<file path="src/rtl/mem_bus_arbiter_pkg.sv">
// Shared types for the instruction/data memory bus arbiter.
//   arb_state_e : arbiter FSM encoding (2 bits)
package mem_bus_arbiter_pkg;

   localparam int unsigned ARB_STATE_W = 2;

   typedef enum logic [ARB_STATE_W-1:0] {
      ARB_IDLE   = 2'd0,
      ARB_D_BUSY = 2'd1,
      ARB_I_BUSY = 2'd2
   } arb_state_e;

endpackage : mem_bus_arbiter_pkg

</file>
<file path="src/rtl/mem_arb_wdog.sv">
// Bus wait watchdog. Only present when MEM_ARB_TIMEOUT_EN is defined.
//   clk, rst  : clock, async active-high reset
//   clr_i     : clear the wait counter (held while the arbiter is idle)
//   en_i      : a wait cycle is being spent (busy and no ack)
//   expire_c  : this wait cycle is the WAIT_MAX-th one
`ifdef MEM_ARB_TIMEOUT_EN
module mem_arb_wdog #(
   parameter int unsigned WAIT_MAX = 15
) (
   input  logic clk,
   input  logic rst,
   input  logic clr_i,
   input  logic en_i,
   output logic expire_c
);

   localparam int unsigned CNT_W = $clog2(WAIT_MAX + 1);

   logic [CNT_W-1:0] cnt_q;

   // Counts wait cycles since the last idle cycle
   always_ff @(posedge clk or posedge rst) begin
      if (rst) begin
         cnt_q <= '0;
      end else if (clr_i) begin
         cnt_q <= '0;
      end else if (en_i) begin
         cnt_q <= cnt_q + CNT_W'(1);
      end
   end

   // Fires on the wait cycle that would bring the count up to WAIT_MAX
   assign expire_c = en_i & (cnt_q == CNT_W'(WAIT_MAX - 1));

endmodule : mem_arb_wdog
`endif

</file>
<file path="src/rtl/mem_bus_arbiter.sv">
// Shares one single-ported memory bus between instruction fetch and the
// memory-stage data port. Data wins simultaneous requests; each access is
// a bus_req/bus_ack transaction completed by a one-cycle *_vld pulse.
// Optional feature macro: MEM_ARB_TIMEOUT_EN (wait watchdog, bus_err).
//   cpu_clk_50M, cpu_rst             : clock, async active-high reset
//   i_req/i_addr -> i_rdata/i_vld    : fetch port
//   d_req/d_addr/d_we/d_re/d_wdata
//                -> d_rdata/d_vld    : data port
//   bus_err                          : timeout flag, pulses with *_vld
//   stall_if, stall_mem              : combinational stall requests
//   bus_*                            : external memory bus
module mem_bus_arbiter
   import mem_bus_arbiter_pkg::*;
#(
   parameter int unsigned ADDR_W   = 32,
   parameter int unsigned DATA_W   = 32,
   parameter int unsigned WAIT_MAX = 15
) (
   input  logic                cpu_clk_50M,
   input  logic                cpu_rst,
   input  logic                i_req,
   input  logic [ADDR_W-1:0]   i_addr,
   output logic [DATA_W-1:0]   i_rdata,
   output logic                i_vld,
   input  logic                d_req,
   input  logic [ADDR_W-1:0]   d_addr,
   input  logic [DATA_W/8-1:0] d_we,
   input  logic [DATA_W/8-1:0] d_re,
   input  logic [DATA_W-1:0]   d_wdata,
   output logic [DATA_W-1:0]   d_rdata,
   output logic                d_vld,
   output logic                bus_err,
   output logic                stall_if,
   output logic                stall_mem,
   output logic                bus_req,
   output logic [ADDR_W-1:0]   bus_addr,
   output logic                bus_we,
   output logic [DATA_W/8-1:0] bus_be,
   output logic [DATA_W-1:0]   bus_wdata,
   input  logic                bus_ack,
   input  logic [DATA_W-1:0]   bus_rdata
);

   localparam int unsigned BE_W = DATA_W / 8;
   localparam logic [BE_W-1:0] ARB_BE_ALL = {BE_W{1'b1}};

   arb_state_e state_q;
   logic       expire_c;
   logic       d_new_c;
   logic       i_new_c;

   // A request still high in its own vld cycle is the finished access, not a new one
   assign d_new_c = d_req & ~d_vld;
   assign i_new_c = i_req & ~i_vld;

   assign stall_mem = d_req & ~d_vld;
   assign stall_if  = i_req & ~i_vld;

`ifdef MEM_ARB_TIMEOUT_EN
   mem_arb_wdog #(
      .WAIT_MAX (WAIT_MAX)
   ) u_wdog (
      .clk      (cpu_clk_50M),
      .rst      (cpu_rst),
      .clr_i    (state_q == ARB_IDLE),
      .en_i     ((state_q != ARB_IDLE) & ~bus_ack),
      .expire_c (expire_c)
   );
`else
   logic unused_wait_max;
   assign unused_wait_max = ^WAIT_MAX;
   assign expire_c        = 1'b0;
`endif

   // Arbiter FSM with registered bus and completion outputs
   always_ff @(posedge cpu_clk_50M or posedge cpu_rst) begin
      if (cpu_rst) begin
         state_q   <= ARB_IDLE;
         bus_req   <= 1'b0;
         bus_addr  <= '0;
         bus_we    <= 1'b0;
         bus_be    <= '0;
         bus_wdata <= '0;
         i_vld     <= 1'b0;
         d_vld     <= 1'b0;
         bus_err   <= 1'b0;
         i_rdata   <= '0;
         d_rdata   <= '0;
      end else begin
         i_vld   <= 1'b0;
         d_vld   <= 1'b0;
         bus_err <= 1'b0;
         case (state_q)
            ARB_IDLE: begin
               if (d_new_c) begin
                  state_q   <= ARB_D_BUSY;
                  bus_req   <= 1'b1;
                  bus_addr  <= d_addr;
                  bus_we    <= |d_we;
                  bus_be    <= (|d_we) ? d_we : d_re;
                  bus_wdata <= (|d_we) ? d_wdata : '0;
               end else if (i_new_c) begin
                  state_q   <= ARB_I_BUSY;
                  bus_req   <= 1'b1;
                  bus_addr  <= i_addr;
                  bus_we    <= 1'b0;
                  bus_be    <= ARB_BE_ALL;
                  bus_wdata <= '0;
               end
            end
            ARB_D_BUSY: begin
               if (bus_ack || expire_c) begin
                  state_q <= ARB_IDLE;
                  bus_req <= 1'b0;
                  d_vld   <= 1'b1;
                  bus_err <= ~bus_ack;
                  // Stores and timed-out accesses return zero
                  d_rdata <= (bus_ack && !bus_we) ? bus_rdata : '0;
               end
            end
            ARB_I_BUSY: begin
               if (bus_ack || expire_c) begin
                  state_q <= ARB_IDLE;
                  bus_req <= 1'b0;
                  i_vld   <= 1'b1;
                  bus_err <= ~bus_ack;
                  i_rdata <= bus_ack ? bus_rdata : '0;
               end
            end
            default: begin
               state_q <= ARB_IDLE;
               bus_req <= 1'b0;
            end
         endcase
      end
   end

endmodule : mem_bus_arbiter

</file>
<file path="config.mk">
export PLATFORM = sky130hd
export DESIGN_NAME = mem_bus_arbiter
export DESIGN_NICKNAME = d
export VERILOG_FILES = /design/src/rtl/mem_bus_arbiter_pkg.sv /design/src/rtl/mem_arb_wdog.sv /design/src/rtl/mem_bus_arbiter.sv
export SDC_FILE = /design/constraint.sdc
export NUM_CORES = 1
export LEC_CHECK = 0
export BUFFER_PORTS_ARGS = -buffer_cell sky130_fd_sc_hd__buf_4
export CORE_MARGIN = 8
export CORE_UTILIZATION = 45
export DETAILED_ROUTE_END_ITERATION = 16
export GPL_ROUTABILITY_DRIVEN = 1
export PLACE_DENSITY_LB_ADDON = 0.2
export SLEW_MARGIN = 20
export SYNTH_ARGS = -nofsm -noshare
export SYNTH_HDL_FRONTEND = slang
export SYNTH_SLANG_ARGS = --single-unit
</file>
<file path="constraint.sdc">
create_clock -name cpu_clk_50M -period 5.3 [get_ports cpu_clk_50M]
set_clock_uncertainty 0.05 [all_clocks]
set_input_delay 0.265 -clock cpu_clk_50M [delete_from_list [all_inputs] [get_ports cpu_clk_50M]]
set_output_delay 0.265 -clock cpu_clk_50M [all_outputs]
set_load 0.005 [all_outputs]
</file>
* After elaboration in Yosys (flattened, before gate mapping)
Index checks and enable logic that the tools add are counted.
** Word-level totals
- Bits in registers :: 139
- Bits of input ports :: 141
** Operators by class
- Eq/ne operators :: 4
- Muxes and demuxes :: 24
- Bitwise logic cells :: 5
- Reductions and logical operators :: 10
** Operators with widths (count)
- 32-bit two-way mux :: 6
- 4-bit two-way mux :: 3
- 1-bit two-way mux :: 10
- 2-bit AND reduction :: 4
- 2-bit two-way mux :: 3
- 2-bit case mux with 2 select lines :: 1
- 4-bit OR reduction :: 1
- 3-bit != test, second input constant :: 1
- 1-bit inverter :: 3
- 1-bit bitwise AND :: 2
- 2-bit by 1-bit == test with 1-bit output, second input constant :: 1
- 2-bit == test, second input constant :: 1
- 2-bit zero test :: 1
- 2-bit by 1-bit != test with 1-bit output, second input constant :: 1
- 1-bit case mux with 2 select lines :: 1
- 2-bit nonzero test :: 1
- 2-bit OR reduction :: 1
- 1-bit logical AND :: 1
- 1-bit zero test :: 1

* Logic depth before layout (Yosys ltp)
Gate-level depths: netlist of run 1.
- Depth after elaboration :: 5
- Gate-level depth with buffers :: 7

* Worst setup path after synthesis of run 1
No wires, ideal clock.
- Path kind :: register to register
- Start :: reg d_vld
- End :: reg bus_addr[10]
- Setup time :: 0.125 ns
- Data arrival time :: 1.356 ns
- Data required time :: 5.125 ns
- Path slack :: 3.769 ns
- Cell stages (with the launch flop) :: 6
- Period minus slack after synthesis :: 1.531 ns
- Path through :: dfrtp_1 -> nand2b_4 -> inv_4 -> buf_6 -> mux2_4 -> mux2_2
** Between the ends
- Longest elaborated chain between the ends :: 4
- Elaborated cells between the ends (all ways) :: 5
- Classes of those cells :: 1 x mux; 2 x bitwise; 2 x reduce/logical
** RTL lines
- from (decl) :: RTL line mem_bus_arbiter.sv:31 : output logic d_vld,
- from (signal assigned) :: RTL line mem_bus_arbiter.sv:85 : d_vld <= 1'b0;
- from (signal assigned) :: RTL line mem_bus_arbiter.sv:91 : d_vld <= 1'b0;
- from (signal assigned) :: RTL line mem_bus_arbiter.sv:115 : d_vld <= 1'b1;
- 1-bit inverter (*) :: RTL line mem_bus_arbiter.sv:53 : assign d_new_c = d_req & ~d_vld;
- 1-bit bitwise AND (*) :: RTL line mem_bus_arbiter.sv:53
- 2-bit nonzero test (no line)
- 2-bit AND reduction (no line)
- to (signal assigned) :: RTL line mem_bus_arbiter.sv:98 : bus_addr <= d_addr;
- to (signal assigned) :: RTL line mem_bus_arbiter.sv:105 : bus_addr <= i_addr;
- to (decl) :: RTL line mem_bus_arbiter.sv:36 : output logic [ADDR_W-1:0] bus_addr,
Every way passes the cells marked *; elsewhere a longest branch is shown, timed or not.
A chain may end at the register's enable or synchronous reset.

* Final worst setup path of run 1
- Start :: reg d_vld
- End :: reg bus_addr[12]
The elaborated chain is that of the path after synthesis.

==> results of run 1 <==
==> final timing paths <==
| path | from | endpoint | cells past startpoint |
|---|---|---|---|
| min in group cpu_clk_50M | d_wdata[1] | bus_wdata[1]$_DFFE_PP0P_ | 2 |
| max in group asynchronous | cpu_rst | bus_addr[17]$_DFFE_PP0P_ | 3 |
| worst min register to register | d_rdata[7]$_DFFE_PP0P_ | d_rdata[7]$_DFFE_PP0P_ | 2 |
| worst min-delay path | cpu_rst | bus_addr[11]$_DFFE_PP0P_ | 2 |
| worst max register to register | d_vld$_DFF_PP0_ | bus_addr[12]$_DFFE_PP0P_ | 5 |
| worst max-delay path | d_vld$_DFF_PP0_ | bus_addr[12]$_DFFE_PP0P_ | 5 |
==> kinds of logic after synthesis <==
| group | count (synthesis) | share of synthesized area |
|---|---|---|
| flip-flops | 138 | 0.594 |
| multiplexers | 96 | 0.199 |
| AO/OA/AOI/OAI | 80 | 0.0952 |
| AND/OR/NAND/NOR | 73 | 0.0681 |
| buffers and inverters | 38 | 0.0362 |
| adder cells (fa/ha/maj) | 3 | 0.00646 |
| other | 1 | 0.000646 |
==> layer usage <==
| metal | up-vias | wire length (um) | GRT usage |
|---|---|---|---|
| met5 | - | 0 | 0 |
| li1 | 2040 | - | - |
| met2 | 188 | 8690 | 0.343 |
| met3 | 32 | 2010 | 0.0929 |
| met1 | 2107 | 6190 | 0.214 |
| met4 | 0 | 411 | 0.0813 |
==> power groups by stage <==
stage / Sequential, mW / Clock (mW) / Combinational, mW
2_1_floorplan: 1.87 / 0 / 0.886
3_3_place_gp: 1.87 / 0 / 1.93
3_5_place_dp: 1.89 / 0 / 1.99
4_1_cts: 1.88 / 1.21 / 2.00
5_1_grt: 1.94 / 1.24 / 2.13
6_report: 1.88 / 1.18 / 1.95
==> Yosys cell counts, drive strengths merged <==
master	n
a22o	33
mux2	96
a211oi	4
a21o	1
nor2b	2
nor2	1
dfrtp	138
o22a	1
inv	11
ha	3
clkbuf	11
nand3b	1
o21ai	34
conb	1
buf	16
o22ai	1
a21oi	6
nand2	34
nor4	1
nand2b	34
==> cell type report <==
| type | count | area, um2 | area share |
|---|---|---|---|
| Tap cell | 172 | 215 | 0.0251 |
| Inverter | 11 | 48.8 | 0.00569 |
| Clock buffer | 23 | 478 | 0.0557 |
| Clock inverter | 8 | 118 | 0.0137 |
| Timing Repair Buffer | 281 | 2110 | 0.246 |
| Multi-Input combinational cell | 253 | 2150 | 0.251 |
| Sequential cell | 138 | 3450 | 0.403 |
==> cell usage in the layout, fill, tap and decap left out, types with 2 or more instances in the layout <==
cell type    n
a21oi_1      6
clkbuf_16   17
a22o_1      33
nor2b_1      2
nand2b_1    33
bufinv_16    3
buf_4      281
mux2_2      76
dfrtp_1    138
clkinv_2     4
clkbuf_1     3
mux2_4      20
nand2_1     33
ha_1         3
a211oi_1     4
clkbuf_8     3
inv_1        9
o21ai_0     32
==> registers in the layout, indices dropped and copies added, names as in the netlist, 2 cells and up <==
signal     cells
i_rdata       32
bus_addr      32
d_rdata       32
bus_wdata     32
bus_be         4
state_q        2
==> through the flow <==
step	setup slack [ns]	util	total power, mW
2_1_floorplan	1.29	-	2.75
3_3_place_gp	3.02	0.632	3.80
3_5_place_dp	2.91	0.632	3.88
4_1_cts	2.89	0.680	5.09
5_1_grt	2.78	0.680	5.31
6_report	2.91	0.680	5.01
==> impl_metrics.env, run 1 <==
export IMPL_die_x_um=130
export IMPL_synth_nets=573
export IMPL_max_stage_delay_ns=0.61
export IMPL_worstSetupEndpointType="register"
export IMPL_final_cells=886
export IMPL_postPlaceCellArea_um2=7980
export IMPL_clockBufferDepth=2
export IMPL_dr_total_vias=4367
export IMPL_period_minus_slack_ns=2.39
export IMPL_p_clk_frac=0.236
export IMPL_antenna_cells=0
export IMPL_fin_hold_ws_ns=-0.0288
export IMPL_syn2layout_area_growth_pct=47.6
export IMPL_rrSetupSlack_ns=2.91
export IMPL_ioPinCount=280
export IMPL_num_rows=41
export IMPL_numCtsBuffers=17
export IMPL_clkTransAtPathRegs_ns=0.05
export IMPL_antenna_found_initial=0
export IMPL_tns_ns=0
export IMPL_crit_path_top_delay_cell="buf_4"
export IMPL_post_dp_hpwl_mm=13.2
export IMPL_outcome="complete, but fails checks"
export IMPL_p_switching_mw=1.50
export IMPL_rsz0062_at_grt="no"
export IMPL_grt_pass1_wl_mm=26.1
export IMPL_via_per_inst=4.93
export IMPL_cts_tree="done"
export IMPL_gp_congestion=0.833
export IMPL_post_drt_wl_per_cell_um=19.5
export IMPL_die_y_um=130
export IMPL_drive_gt1_frac=0.577
export IMPL_netlist_instances=429
export IMPL_yosysTopAreaCellShare=0.594
export IMPL_setup_violations=0
export IMPL_drt_iter0_drc=225
export IMPL_cap_violations=0
export IMPL_gr_usage_all_layers=0.202
export IMPL_synthTopCellsByArea="dfrtp_1, mux2_2, mux2_4"
export IMPL_yosysWarnings=0
export IMPL_crit_required_ns=5.53
export IMPL_hold_viol_final=24
export IMPL_avgSynthCellArea_um2=13.5
export IMPL_violations="negative hold slack"
export IMPL_ant_nets=0
export IMPL_first_global_vias=4838
export IMPL_relSlewSlack=0.313
export IMPL_worstSetupPathType="reg2reg"
export IMPL_ys_seq_area_frac=0.594
export IMPL_max_slew_worst_pin_slew_ns=1.03
export IMPL_yosys_area_top_type="dfrtp_1"
export IMPL_synth_area_um2=5810
export IMPL_cts_sinks=138
export IMPL_period_share=0.451
export IMPL_synthDistinctLibCells=27
export IMPL_power_per_cell_area_nw_per_um2=585
export IMPL_nFillCells=973
export IMPL_insertion_delay_ns=0.40
export IMPL_drt_wl_total_mm=17.3
export IMPL_dieArea_um2=16800
export IMPL_dp_cells=855
export IMPL_cts_root_buf="clkbuf_16"
export IMPL_cp_cell_sequence="nand2b_4 -> inv_4 -> o21ai_4 -> buf_4 -> mux2_2"
export IMPL_ys_ff_latch=138
export IMPL_p_leak_nw=4.30
export IMPL_fmax_mhz=418
export IMPL_path_delay_family="buffers and inverters"
export IMPL_nNetsFinal=846
export IMPL_core_um2=12600
export IMPL_critPathBufInv=2
export IMPL_share_comb_of_total_power=0.390
export IMPL_switching_share=0.299
export IMPL_maxSlewViolCount=0
export IMPL_drt_pass1_iter_count=4
export IMPL_seq_power_share=0.374
export IMPL_critPathMaxFanout=54
export IMPL_startpoint_type="register"
export IMPL_power_internal_mw=3.52
export IMPL_grt_remaining_overflow=0
export IMPL_peakVddDrop_uv=391
export IMPL_cts_repair_resized=0
export IMPL_htreeDepth=4
export IMPL_finalInstanceArea_um2=8580
export IMPL_cts_setup_buffers=0
export IMPL_drc=0
export IMPL_postCtsHoldBufs=0
export IMPL_initial_utilization=0.460
export IMPL_hold_class="in2async"
export IMPL_crit_arrival_ns=2.62
export IMPL_io_buffer_count=278
export IMPL_grt_max_degree=94
Power figures use the tool's default switching activity.
==> run 2, diff against run 1 <==
CORE_UTILIZATION = 42   (was 45)
clock period = 2.1 ns   (was 5.3 ns; I/O delays follow)
==> impl_metrics.env, run 2 (same netlist as run 1, synthesis figures left out) <==
export IMPL_initial_utilization=0.423
export IMPL_final_cell_mix="buf_4, dfrtp_1, dlygate4sd3_1"
export IMPL_post_dp_hpwl_mm=13.2
export IMPL_gp_congestion=0.780
export IMPL_setup_violations=0
export IMPL_crit_arrival_ns=2.30
export IMPL_drive_gt1_frac=0.510
export IMPL_critPathMaxFanout=12
export IMPL_startpoint_type="register"
export IMPL_insertion_delay_ns=0.40
export IMPL_fin_util=0.711
export IMPL_worstSetupEndpointType="register"
export IMPL_power_per_cell_area_nw_per_um2=1340
export IMPL_total_power_mw=13.1
export IMPL_cts_root_buf="clkbuf_16"
export IMPL_tns_ns=0
export IMPL_nFillCells=906
export IMPL_grt_max_degree=108
export IMPL_core_um2=13700
export IMPL_maxSlewViolCount=0
export IMPL_dieArea_um2=17900
export IMPL_rr_worst_depth=5
export IMPL_worstSetupPathType="reg2reg"
export IMPL_die_x_um=134
export IMPL_die_y_um=134
export IMPL_htreeDepth=4
export IMPL_first_global_vias=5406
export IMPL_clkTransAtPathRegs_ns=0.06
export IMPL_whs_endpoint="bus_addr[29]$_DFFE_PP0P_"
export IMPL_final_cells=1003
export IMPL_via_per_inst=4.86
export IMPL_antenna_found_initial=0
export IMPL_num_rows=43
export IMPL_io_buffer_count=278
export IMPL_grt_pass1_wl_mm=30.5
export IMPL_rrSetupSlack_ns=0.04
export IMPL_multi_input_area_um2=2150
export IMPL_numCtsBuffers=17
export IMPL_cts_sinks=138
export IMPL_period_minus_slack_ns=2.06
export IMPL_relSlewSlack=0.613
export IMPL_hold_depth=3
export IMPL_dp_cells=870
export IMPL_clockBufferDepth=2
export IMPL_r2r_end="bus_addr[31]$_DFFE_PP0P_"
export IMPL_drt_pass1_iter_count=5
export IMPL_min_from="i_addr[29]"
export IMPL_grt_remaining_overflow=0
export IMPL_post_drt_wl_per_cell_um=19.3
export IMPL_hold_viol_final=0
export IMPL_cts_tree="done"
export IMPL_peakVddDrop_uv=871
export IMPL_ioPinCount=280
export IMPL_register_area_um2=3450
export IMPL_dr_total_vias=4877
export IMPL_antenna_cells=0
export IMPL_nNetsFinal=956
export IMPL_period_share=0.981
export IMPL_max_slew_worst_pin_slew_ns=0.580
export IMPL_outcome="finished clean"
export IMPL_hold_class="in2reg"
export IMPL_drt_iter0_drc=233
export IMPL_ant_nets=0
export IMPL_rr_startpoint="d_vld$_DFF_PP0_"
export IMPL_fmax_mhz=485
export IMPL_fin_hold_ws_ns=0.0202
export IMPL_crit_required_ns=2.34
export IMPL_drt_wl_total_mm=19.4
export IMPL_gr_usage_all_layers=0.218
export IMPL_syn2layout_area_growth_pct=67.8
export IMPL_final_common_cell="buf_4"
export IMPL_p_leak_nw=4.79
export IMPL_cts_setup_buffers=0
export IMPL_drc=0
export IMPL_cap_violations=0
## run 2: timing repair
item	CTS	global route
resized for setup	0	2
endpoints found under the hold margin	256	0
endpoints found under the setup margin	0	6
hold buffers	103	0
## run 2: layer usage
metal / routed length (um) / part of all wire / global-route usage / vias up
met5: 0 / 0 / 0 / -
met4: 317 / 0.016 / 0.0680 / 0
met3: 1660 / 0.086 / 0.0877 / 21
met2: 9840 / 0.51 / 0.365 / 222
met1: 7550 / 0.39 / 0.249 / 2375
li1: - / - / - / 2259
## run 2: critical path, cell delays in order, from the launching register on
cell and delay (ns):
dfrtp_1 0.40, nand2b_4 0.18, inv_6 0.15, mux2_2 0.35, dlygate4sd3_1 0.56, mux2_2 0.26
## run 2: cell type report
type                    count  area share
repair buffers            391       0.335
flip-flops and latches    138       0.354
well taps                 180      0.0231
inverters                  11     0.00513
multi-input cells         253       0.221
clock inverters             7      0.0118
clock buffers              23      0.0500
## run 2: report_power, final
group,internal [mW],switching (mW)
logic,3.24,2.15
clock network,1.98,1.07
registers,3.95,0.723
## run 2: through the flow
step,instance area [um2],worst slack [ns]
3_3_place_gp,8110,0.416
3_5_place_dp,8110,0.352
2_1_floorplan,5810,0.224
5_1_grt,9750,-0.0207
6_report,9750,0.0394
4_1_cts,9750,0.0115
## run 2: worst max-delay path by stage
stage                      startpoint                       end  slack [ns]  cells past startpoint
4_1_cts               d_vld$_DFF_PP0_  bus_addr[31]$_DFFE_PP0P_        0.01                      5
6_report              d_vld$_DFF_PP0_  bus_addr[31]$_DFFE_PP0P_        0.04                      5
3_5_place_dp          d_vld$_DFF_PP0_   bus_addr[4]$_DFFE_PP0P_        0.35                      5
5_1_grt        state_q[0]$_DFFE_PP0P_     bus_be[2]$_DFFE_PP0P_       -0.02                      6
3_3_place_gp          d_vld$_DFF_PP0_  bus_addr[30]$_DFFE_PP0P_        0.42                      5
2_1_floorplan                 cpu_rst   bus_addr[0]$_DFFE_PP0P_        0.22                      1
==> run 3, diff against run 2 <==
PLACE_DENSITY = 0.77   (was unset)
PLACE_DENSITY_LB_ADDON = unset   (was 0.2)
==> impl_metrics.env, run 3 (same netlist as run 1, synthesis figures left out) <==
export IMPL_worstSetupEndpointType="register"
export IMPL_period_minus_slack_ns=2.03
export IMPL_p_leak_nw=4.75
export IMPL_clockBufferDepth=2
export IMPL_drt_wl_total_mm=18.6
export IMPL_core_um2=13700
export IMPL_total_power_mw=13.0
export IMPL_nFillCells=920
export IMPL_relSlewSlack=0.538
export IMPL_hold_viol_final=0
export IMPL_grt_remaining_overflow=0
export IMPL_gr_usage_all_layers=0.210
export IMPL_critPathBufInv=2
export IMPL_drt_pass1_iter_count=4
export IMPL_period_share=0.968
export IMPL_cts_tree="done"
export IMPL_rsz0062_at_grt="no"
export IMPL_numCtsBuffers=17
export IMPL_insertion_delay_ns=0.40
export IMPL_multi_input_area_um2=2150
export IMPL_outcome="finished clean"
export IMPL_startpoint_type="register"
export IMPL_io_buffer_count=278
export IMPL_ant_nets=0
export IMPL_syn2layout_area_growth_pct=66.4
export IMPL_nNetsFinal=946
export IMPL_crit_required_ns=2.33
export IMPL_register_area_um2=3450
export IMPL_drt_iter0_drc=167
export IMPL_cts_root_buf="clkbuf_16"
export IMPL_die_y_um=134
export IMPL_grt_max_degree=66
export IMPL_antenna_found_initial=4
export IMPL_first_global_vias=5550
export IMPL_final_cell_mix="buf_4, dfrtp_1, dlygate4sd3_1"
export IMPL_htreeDepth=4
export IMPL_cts_setup_buffers=0
export IMPL_grtUsageMet1=0.214
export IMPL_gp_congestion=0.796
export IMPL_cp_cell_sequence="nand2b_4 -> inv_8 -> mux2_4 -> dlygate4sd3_1 -> mux2_2"
export IMPL_drc=0
export IMPL_grtUsageMet3=0.0776
export IMPL_worstSetupPathType="reg2reg"
export IMPL_maxSlewViolCount=0
export IMPL_ioPinCount=280
export IMPL_crit_arrival_ns=2.27
export IMPL_num_rows=43
export IMPL_dieArea_um2=17900
export IMPL_power_per_cell_area_nw_per_um2=1340
export IMPL_critPathMaxFanout=14
export IMPL_drive_gt1_frac=0.518
export IMPL_cts_sinks=138
export IMPL_cap_violations=0
export IMPL_post_dp_hpwl_mm=12.7
export IMPL_hold_class="in2reg"
export IMPL_setup_violations=0
export IMPL_rr_worst_depth=5
export IMPL_max_stage_delay_ns=0.57
export IMPL_crit_path_top_delay_cell="dlygate4sd3_1"
export IMPL_grt_pass1_wl_mm=29.7
export IMPL_via_per_inst=4.91
export IMPL_tns_ns=0
export IMPL_max_slew_worst_pin_slew_ns=0.691
export IMPL_dr_total_vias=4909
export IMPL_hold_depth=3
export IMPL_grt_met2_usage=0.369
export IMPL_fmax_mhz=492
export IMPL_grt_busiest_layer="met2"
export IMPL_path_depth=5
export IMPL_clkTransAtPathRegs_ns=0.06
export IMPL_die_x_um=134
export IMPL_path_delay_family="buffers and inverters"
export IMPL_post_drt_wl_per_cell_um=18.6
export IMPL_final_common_cell="buf_4"
export IMPL_peakVddDrop_uv=950
export IMPL_initial_utilization=0.423
==> run 3: area by class of cell <==
type                    instances  share of cell area
inverters                      11             0.00543
multi-input cells             253               0.222
repair buffers                381               0.329
clock inverters                10              0.0119
well taps                     180              0.0233
clock buffers                  22              0.0501
diodes                          4             0.00104
flip-flops and latches        138               0.357
==> run 3: per-layer routing <==
metal / part of all wire / routed length (um) / vias up
li1: - / - / 2249
met1: 0.36 / 6730 / 2423
met2: 0.53 / 9870 / 198
met3: 0.077 / 1440 / 39
met4: 0.029 / 539 / 0
met5: 0 / 0 / -
==> run 3: what timing repair did <==
item	in CTS	in global routing
hold buffers	92	1
setup endpoints to repair	0	1
gates resized for setup	0	2
hold endpoints to repair	138	1
==> run 3: worst paths after layout <==
path                                        startpoint                       end  slack [ns]
worst max-delay path                   d_vld$_DFF_PP0_  bus_addr[28]$_DFFE_PP0P_        0.07
worst min-delay path                        d_addr[18]  bus_addr[18]$_DFFE_PP0P_        0.02
worst max register to register         d_vld$_DFF_PP0_  bus_addr[28]$_DFFE_PP0P_        0.07
worst min register to register  d_rdata[6]$_DFFE_PP0P_    d_rdata[6]$_DFFE_PP0P_        0.43
max in group asynchronous                      cpu_rst   d_rdata[19]$_DFFE_PP0P_        0.93
min in group asynchronous                      cpu_rst        bus_we$_DFFE_PP0P_        0.33
==> run 3: tightest hold or removal path, delay by kind of cell <==
family / cells / cell delay, ns
muxes: 2 / 0.25
buffers and inverters: 1 / 0.08
==> run 3: power breakdown <==
part           leakage, nW  internal, mW  switching [mW]
Sequential            1.70          3.95           0.749
Combinational         2.76          3.21            2.12
Clock                0.289          1.87            1.09
==> run 3: stage by stage <==
step	hold WS (ns)	util	setup WS, ns	instance area [um2]	instances
finish	0.0214	0.705	0.0663	9670	999
global route	0.00364	0.705	0.00939	9670	999
CTS	0.000406	0.703	0.0102	9640	994
detailed placement	0.206	0.592	0.306	8120	870
global placement	0.197	0.592	0.400	8120	870
floorplan	0.188	-	0.224	5810	429
